<file path="src/rtl/inst_prefetch_buffer_pkg.sv">
// rtl/inst_prefetch_buffer_pkg.sv - shared types and constants for the instruction prefetch buffer
package inst_prefetch_buffer_pkg;

  typedef enum logic [1:0] {
    IDLE = 2'd0,
    REQ  = 2'd1,
    DROP = 2'd2
  } FetchState;

  localparam int INST_BYTES = 4;
  localparam int INST_WIDTH = 32;

endpackage

</file>
<file path="src/rtl/inst_prefetch_buffer_fetch_fifo.sv">
// rtl/inst_prefetch_buffer_fetch_fifo.sv - PC/instruction FIFO with push, pop and flush
module fetch_fifo #(
  parameter int DEPTH = 4,
  parameter int WIDTH = 64
) (
  input  logic                     i_Clock,
  input  logic                     i_Reset,
  input  logic                     i_Flush,
  input  logic                     i_Push,
  input  logic [WIDTH-1:0]         i_PushData,
  input  logic                     i_Pop,
  output logic [WIDTH-1:0]         o_HeadData,
  output logic [$clog2(DEPTH):0]   o_Count
);

  localparam int AW = $clog2(DEPTH);
  localparam int CW = AW + 1;

  logic [WIDTH-1:0] r_Mem [DEPTH];
  logic [AW-1:0]    r_Rd;
  logic [AW-1:0]    r_Wr;
  logic [CW-1:0]    r_Count;
  logic             w_DoPush;
  logic             w_DoPop;

  assign w_DoPush   = i_Push && (r_Count != CW'(DEPTH));
  assign w_DoPop    = i_Pop && (r_Count != '0);
  assign o_HeadData = r_Mem[r_Rd];
  assign o_Count    = r_Count;

  always_ff @(posedge i_Clock) begin
    if (!i_Reset) begin
      r_Rd    <= '0;
      r_Wr    <= '0;
      r_Count <= '0;
      for (int i = 0; i < DEPTH; i++) begin
        r_Mem[i] <= '0;
      end
    end else if (i_Flush) begin
      r_Rd    <= '0;
      r_Wr    <= '0;
      r_Count <= '0;
    end else begin
      if (w_DoPush) begin
        r_Mem[r_Wr] <= i_PushData;
        r_Wr        <= r_Wr + 1'b1;
      end
      if (w_DoPop) begin
        r_Rd <= r_Rd + 1'b1;
      end
      case ({w_DoPush, w_DoPop})
        2'b10:   r_Count <= r_Count + 1'b1;
        2'b01:   r_Count <= r_Count - 1'b1;
        default: r_Count <= r_Count;
      endcase
    end
  end

endmodule

</file>
<file path="src/rtl/inst_prefetch_buffer.sv">
// rtl/inst_prefetch_buffer.sv - sequential instruction prefetcher with redirect flush
module inst_prefetch_buffer
  import inst_prefetch_buffer_pkg::*;
#(
  parameter int                  PC_WIDTH = 32,
  parameter int                  DEPTH    = 4,
  parameter logic [PC_WIDTH-1:0] RESET_PC = '0
) (
  input  logic                       i_Clock,
  input  logic                       i_Reset,
  output logic [PC_WIDTH-1:0]        o_MemAddr,
  output logic                       o_MemRead,
  input  logic                       i_MemReady,
  input  logic [INST_WIDTH-1:0]      i_MemData,
  input  logic                       i_Redirect,
  input  logic [PC_WIDTH-1:0]        i_RedirectPC,
  output logic                       o_Valid,
  output logic [INST_WIDTH-1:0]      o_Inst,
  output logic [PC_WIDTH-1:0]        o_PC,
  input  logic                       i_Ready,
  output logic [$clog2(DEPTH):0]     o_Count
);

  localparam int CW = $clog2(DEPTH) + 1;
  localparam int EW = PC_WIDTH + INST_WIDTH;

  FetchState           r_State;
  FetchState           w_NextState;
  logic [PC_WIDTH-1:0] r_Fpc;
  logic [PC_WIDTH-1:0] w_NextFpc;
  logic [PC_WIDTH-1:0] r_DropAddr;
  logic [PC_WIDTH-1:0] w_TargetPc;
  logic [CW-1:0]       w_Count;
  logic [CW-1:0]       w_CountAfter;
  logic [EW-1:0]       w_Head;
  logic                w_Valid;
  logic                w_Pop;
  logic                w_Accept;
  logic                w_Push;
  logic                w_HasRoom;

  assign w_TargetPc   = i_RedirectPC & ~PC_WIDTH'(3);
  assign w_Valid      = (w_Count != '0) && !i_Redirect;
  assign w_Pop        = w_Valid && i_Ready;
  assign w_Accept     = (r_State == REQ) && i_MemReady;
  assign w_Push       = w_Accept && !i_Redirect;
  // Occupancy as it will be after this cycle's push/pop; lets a same-cycle pop keep fetching.
  assign w_CountAfter = w_Count + CW'(w_Push) - CW'(w_Pop);
  assign w_HasRoom    = w_CountAfter < CW'(DEPTH);

  fetch_fifo #(
    .DEPTH (DEPTH),
    .WIDTH (EW)
  ) u_fetch_fifo (
    .i_Clock    (i_Clock),
    .i_Reset    (i_Reset),
    .i_Flush    (i_Redirect),
    .i_Push     (w_Push),
    .i_PushData ({r_Fpc, i_MemData}),
    .i_Pop      (w_Pop),
    .o_HeadData (w_Head),
    .o_Count    (w_Count)
  );

  always_comb begin
    w_NextState = r_State;
    w_NextFpc   = r_Fpc;
    if (w_Push) begin
      w_NextFpc = r_Fpc + PC_WIDTH'(INST_BYTES);
    end
    if (i_Redirect) begin
      w_NextFpc = w_TargetPc;
    end
    case (r_State)
      IDLE: begin
        if (i_Redirect || w_HasRoom) begin
          w_NextState = REQ;
        end
      end
      REQ: begin
        if (i_MemReady) begin
          w_NextState = (i_Redirect || w_HasRoom) ? REQ : IDLE;
        end else if (i_Redirect) begin
          w_NextState = DROP;
        end
      end
      DROP: begin
        if (i_MemReady) begin
          w_NextState = REQ;
        end
      end
      default: w_NextState = IDLE;
    endcase
  end

  always_ff @(posedge i_Clock) begin
    if (!i_Reset) begin
      r_State    <= IDLE;
      r_Fpc      <= RESET_PC;
      r_DropAddr <= RESET_PC;
    end else begin
      r_State <= w_NextState;
      r_Fpc   <= w_NextFpc;
      // The abandoned request must stay on the bus until memory completes it.
      if ((r_State == REQ) && !i_MemReady && i_Redirect) begin
        r_DropAddr <= r_Fpc;
      end
    end
  end

  assign o_MemRead = (r_State != IDLE);
  assign o_MemAddr = (r_State == DROP) ? r_DropAddr : r_Fpc;
  assign o_Valid   = w_Valid;
  assign o_Inst    = w_Head[INST_WIDTH-1:0];
  assign o_PC      = w_Head[EW-1:INST_WIDTH];
  assign o_Count   = w_Count;

endmodule

</file>
<file path="config.mk">
export PLATFORM = sky130hd
export DESIGN_NAME = inst_prefetch_buffer
export DESIGN_NICKNAME = d
export VERILOG_FILES = /design/src/rtl/inst_prefetch_buffer_pkg.sv /design/src/rtl/inst_prefetch_buffer_fetch_fifo.sv /design/src/rtl/inst_prefetch_buffer.sv
export SDC_FILE = /design/constraint.sdc
export NUM_CORES = 1
export LEC_CHECK = 0
export ABC_CLOCK_PERIOD_IN_PS = 8200
export BUFFER_PORTS_ARGS = -buffer_cell sky130_fd_sc_hd__buf_2
export CELL_PAD_IN_SITES_DETAIL_PLACEMENT = 1
export CELL_PAD_IN_SITES_GLOBAL_PLACEMENT = 1
export CORE_ASPECT_RATIO = 0.7
export CORE_MARGIN = 3
export CORE_UTILIZATION = 45
export DETAILED_ROUTE_END_ITERATION = 6
export PLACE_DENSITY_LB_ADDON = 0.2
export SKIP_CTS_REPAIR_TIMING = 1
export SYNTH_ARGS = -nofsm -noshare
export SYNTH_HDL_FRONTEND = slang
export SYNTH_HIERARCHICAL = 1
export SYNTH_SLANG_ARGS = --single-unit
</file>
<file path="constraint.sdc">
create_clock -name i_Clock -period 8.2 [get_ports i_Clock]
set_input_delay 0.41 -clock i_Clock [delete_from_list [all_inputs] [get_ports i_Clock]]
set_output_delay 0.41 -clock i_Clock [all_outputs]
set_load 0.02 [all_outputs]
</file>
# ---- Yosys cells after proc, flatten, opt, wreduce, memory -nomap -nowiden
# Memory sizes are Yosys's and may differ from the RTL's. A register that Yosys moved wholly into a read port is not among the register bits.
# Cells that the tools add are included.
# Widths: inputs -> output; s select.
dict set report totals {
  regBits 73
  ramBits 256
  wordCells 64
  n_memories 1
}
# name words width rd rd_ports_with_merged_regs write_ports line
set mem_list {}
lappend mem_list {u_fetch_fifo.r_Mem 4 64 1 1 4 inst_prefetch_buffer_fetch_fifo.sv:19} ;# logic [WIDTH-1:0] r_Mem [DEPTH];
dict set report op_classes {
  add_sub_neg 7
  order_cmp 1
  n_eq_ne 8
  muxes 20
  n_bitwise 1
  n_reduce_logical 19
}
# operator count
set op_table {}
lappend op_table {{$mux 32} 3}
lappend op_table {{$mux 64} 1}
lappend op_table {{$reduce_or 64->1} 1}
lappend op_table {{$add 32x3->32 const B} 1}
lappend op_table {{$mux 2} 7}
lappend op_table {{$logic_and 1x1->1} 8}
lappend op_table {{$mux 1} 7}
lappend op_table {{$ne 3x3->1 const B} 2}
lappend op_table {{$pmux 2 s3} 1}
lappend op_table {{$pmux 3 s2} 1}
lappend op_table {{$reduce_bool 2->1} 3}
lappend op_table {{$add 2x1->2 const B} 2}
lappend op_table {{$eq 2x1->1 const B} 2}
lappend op_table {{$eq 2x2->1 const B} 2}
lappend op_table {{$ne 2x2->1 const B} 2}
lappend op_table {{$add 3x1->3} 1}
lappend op_table {{$add 3x1->3 const B} 1}
lappend op_table {{$lt 3x3->1 const B} 1}
lappend op_table {{$reduce_and 3->1} 1}
lappend op_table {{$reduce_bool 3->1} 1}
lappend op_table {{$sub 3x1->3} 1}
lappend op_table {{$sub 3x1->3 const B} 1}
lappend op_table {{$logic_not 1->1} 2}
lappend op_table {{$logic_not 2->1} 1}
lappend op_table {{other kinds (3)} 3}

# ---- Depth between registers and ports, before layout
dict set report logic_depth {
  word_depth 10
  depth_mapped 11
  ltp_nobuf 10
}

# ---- By module
# Netlist, hierarchy kept.
# module instances cells_each area_per_inst_um2 seq_area_each_um2
set by_module_without_submodules {}
lappend by_module_without_submodules {fetch_fifo 1 669 11468.5 7867.5}
lappend by_module_without_submodules {inst_prefetch_buffer 1 409 3362.0 1241.2}

# ---- Least setup slack after synthesis
# No wires, ideal clock.
dict set report synth_timing {
  path_kind {register to register}
  startpoint {register r_State[0]}
  endpoint {memory u_fetch_fifo.r_Mem[3][0], enable pin}
  setup_ns 0.574
  arrival_time_ns 5.667
  slack_ns 1.959
  stages_incl_launch_ff 6
  n_path_buf 1
  period_less_slack_ns 6.241
  cell_sequence {dfxtp_1 and3b_1 clkbuf_1 and2_1 nand3_1 o21ai_0}
}
# element line
set synth_rtl {}
lappend synth_rtl {{from (decl)} inst_prefetch_buffer.sv:27} ;# FetchState r_State;
lappend synth_rtl {{from (signal assigned)} inst_prefetch_buffer.sv:102} ;# r_State <= w_NextState;
lappend synth_rtl {{to (decl)} inst_prefetch_buffer_fetch_fifo.sv:19}

==> flow_summary.json <==
{
  "status": "finished, final reports clean",
  "synth_edf_count": 256,
  "grt_overflow": 0,
  "worstMarginPinSlew_ns": 1.051,
  "cts_buffer_depth": 3,
  "fin_hold_ws_ns": 0.1374,
  "timing.critical_path.depth": 6,
  "vias": 8989,
  "rsz0062_at_grt": "no",
  "cpPeakStageDelay_ns": 0.95,
  "final_cell_count_no_fill": 1676,
  "drive_gt1_share_pct": 26.71,
  "fin_worst_skew_ns": 0.01851,
  "fp-row-count": 54,
  "p_leak_uw": 0.006379,
  "hold_depth": 2,
  "finalHoldViolCount": 0,
  "finalWorstSetupSlack_ns": 4.683,
  "synthCells": 1078,
  "cts_root_buffer": "clkbuf_16",
  "mostFrequentLayoutCells": "and2_1, edfxtp_1, buf_2",
  "start_util_pct": 46.60,
  "clk_pin_slew_ns": 0.06,
  "dp_slack_ns": 4.134,
  "die_x_um": 223.0,
  "crit_fanout": 65,
  "path_buf_inv": 1,
  "ant_nets": 0,
  "wl_per_cell_um": 21.53,
  "critPathTopFamily": "simple AND/OR/NAND/NOR gates",
  "cp-start-kind": "flip-flop",
  "setup_viol": 0,
  "clock-sinks": 327,
  "fin_crit_ns": 3.517,
  "dieArea_mm2": 0.03521,
  "grt_usage_pct": 20.72,
  "vias_per_cell": 5.363,
  "power-per-cell-area_mw_per_mm2": 210.6,
  "syn_area_per_cell_um2": 13.76,
  "min_from": "i_MemReady",
  "drv_slew": 0,
  "io_buffers": 165,
  "dp.cells": 1613,
  "maxCapViolations": 0,
  "cp.arrival_ns": 3.64,
  "setup_tns_ns": 0,
  "final_common_cell": "and2_1",
  "mappedNetlistArea_mm2": 0.01483,
  "crit_type": "flip-flop to flip-flop",
  "reg2reg_slack_ns": 4.68,
  "synthFlopType": "edfxtp_1",
  "gp_congestion": 0.7551,
  "peakVddDrop_mv": 0.1958,
  "whs_endpoint": "r_State[1]",
  "area_growth_pct": 15.22,
  "async_flop_share_pct": 0,
  "fin_crit_sh_pct": 42.90,
  "grt_pass1_wl_um": 56260,
  "ys_seq_area_share_pct": 61.42,
  "synth.distinct_cells": 53,
  "worstPathCellList": "and3b_1, and2_1, nand3b_4, nor4b_4, buf_4, nand2b_4",
  "nNetsFinal": 1303,
  "wl_um": 36080,
  "required_ns": 8.32,
  "ys_warn_count": 6,
  "ys_ff_latch": 327,
  "io_pins": 170,
  "cp-end-kind": "flip-flop",
  "die_h_um": 157.9,
  "grt_antenna_before_repair": 0,
  "max_slew_margin_pct": 29.96,
  "htree_levels": 2,
  "drt_iter0_markers": 482,
  "critPathSlowestCell": "nand2b_4",
  "cts_buffers": 34,
  "grt_pass1_vias": 9764,
  "r2r-start": "r_State[0]",
  "hold_path_class": "primary input to flip-flop",
  "max_freq_mhz": 284.3,
  "first_pass_iters": 4,
  "r2r-end": "u_fetch_fifo/r_Mem[2][5]",
  "rr_worst_depth": 6,
  "cts_tree": "yes",
  "grt_start_max_net_pins": 70,
  "clock_latency_ns": 0.52,
  "drcViolationCount": 0,
  "core_mm2": 0.03182,
  "hpwlAfterDp_um": 21540
}
-- synth_stat cells, drive strengths merged, types with 3 or more instances --
cell type  instances  share of area (%)
a211oi             5               0.25
a21boi            30                1.5
a21oi             19               0.64
a31oi              3               0.13
and2             264                 11
and3               7               0.30
and4               6               0.35
buf               26                1.2
clkbuf            45                1.2
dfxtp             71                9.6
edfxtp           256                 52
ha                 4               0.34
inv               12               0.30
mux2              30                2.3
mux4              64                9.7
nand2             79                2.0
nand2b             5               0.21
nand3             10               0.34
nand4             12               0.55
nor2              21               0.53
nor2b              6               0.25
nor3               9               0.30
nor3b              6               0.38
nor4               5               0.56
o21ai             37                1.2
xnor2             16               0.94
xor2               9               0.53
-- metal layers --
layer,track usage (%),wire [um]
met4,4.356,515
met5,0,0
met2,35.50,17620
met3,3.614,1445
met1,28.17,16500
-- final cells by class --
class                           instances  area [um2]
Multi-Input combinational cell        676        5413
Clock buffer                           46       917.1
Antenna cell                            2       5.005
Tap cell                              420       525.5
Inverter                               13       48.80
Sequential cell                       327        9116
Timing Repair Buffer                  177       915.9
Fill cell                            3186       14740
Clock inverter                         15       146.4
-- registers in the layout, summed over array words and instances, names as in the netlist, named ones only --
| register | flops |
|---|---|
| r_DropAddr | 30 |
| r_Fpc | 30 |
| r_State | 2 |
| u_fetch_fifo/o_Count | 3 |
| u_fetch_fifo/r_Mem | 256 |
| u_fetch_fifo/r_Rd | 2 |
| u_fetch_fifo/r_Wr | 2 |
-- worst max path at each step --
| stage | startpoint | endpoint |
|---|---|---|
| after floorplan | r_State[0] | u_fetch_fifo/r_Mem[3][0] |
| after global placement | i_Redirect | u_fetch_fifo/r_Mem[1][27] |
| after detailed placement | i_Redirect | u_fetch_fifo/r_Mem[1][27] |
| after CTS | r_State[0] | u_fetch_fifo/r_Mem[1][33] |
| after global routing | r_State[0] | u_fetch_fifo/r_Mem[1][55] |
| final | r_State[0] | u_fetch_fifo/r_Mem[2][5] |
-- kinds of logic after synthesis --
kind of cell	synth area share, %
AND/OR/NAND/NOR	17.75
flip-flops	61.42
AO/OA/AOI/OAI	4.067
multiplexers	12.06
buffers and inverters	2.725
XOR/XNOR	1.476
adder cells (fa/ha/maj)	0.4725
other	0.02529
-- power breakdown --
part           total, uW  internal, uW  switching (uW)
clock network       1500           880             620
registers           1890          1840            47.0
logic                208          76.4             131
-- per-stage QoR --
stage,area [um2],util [%],total power [uW]
after floorplan,14860,-,2037
after global routing,17080,53.68,3745
after detailed placement,16020,50.34,2138
after CTS,17080,53.68,3644
after global placement,16020,50.34,2130
final,17090,53.70,3599
(Power assumes the default switching activity.)
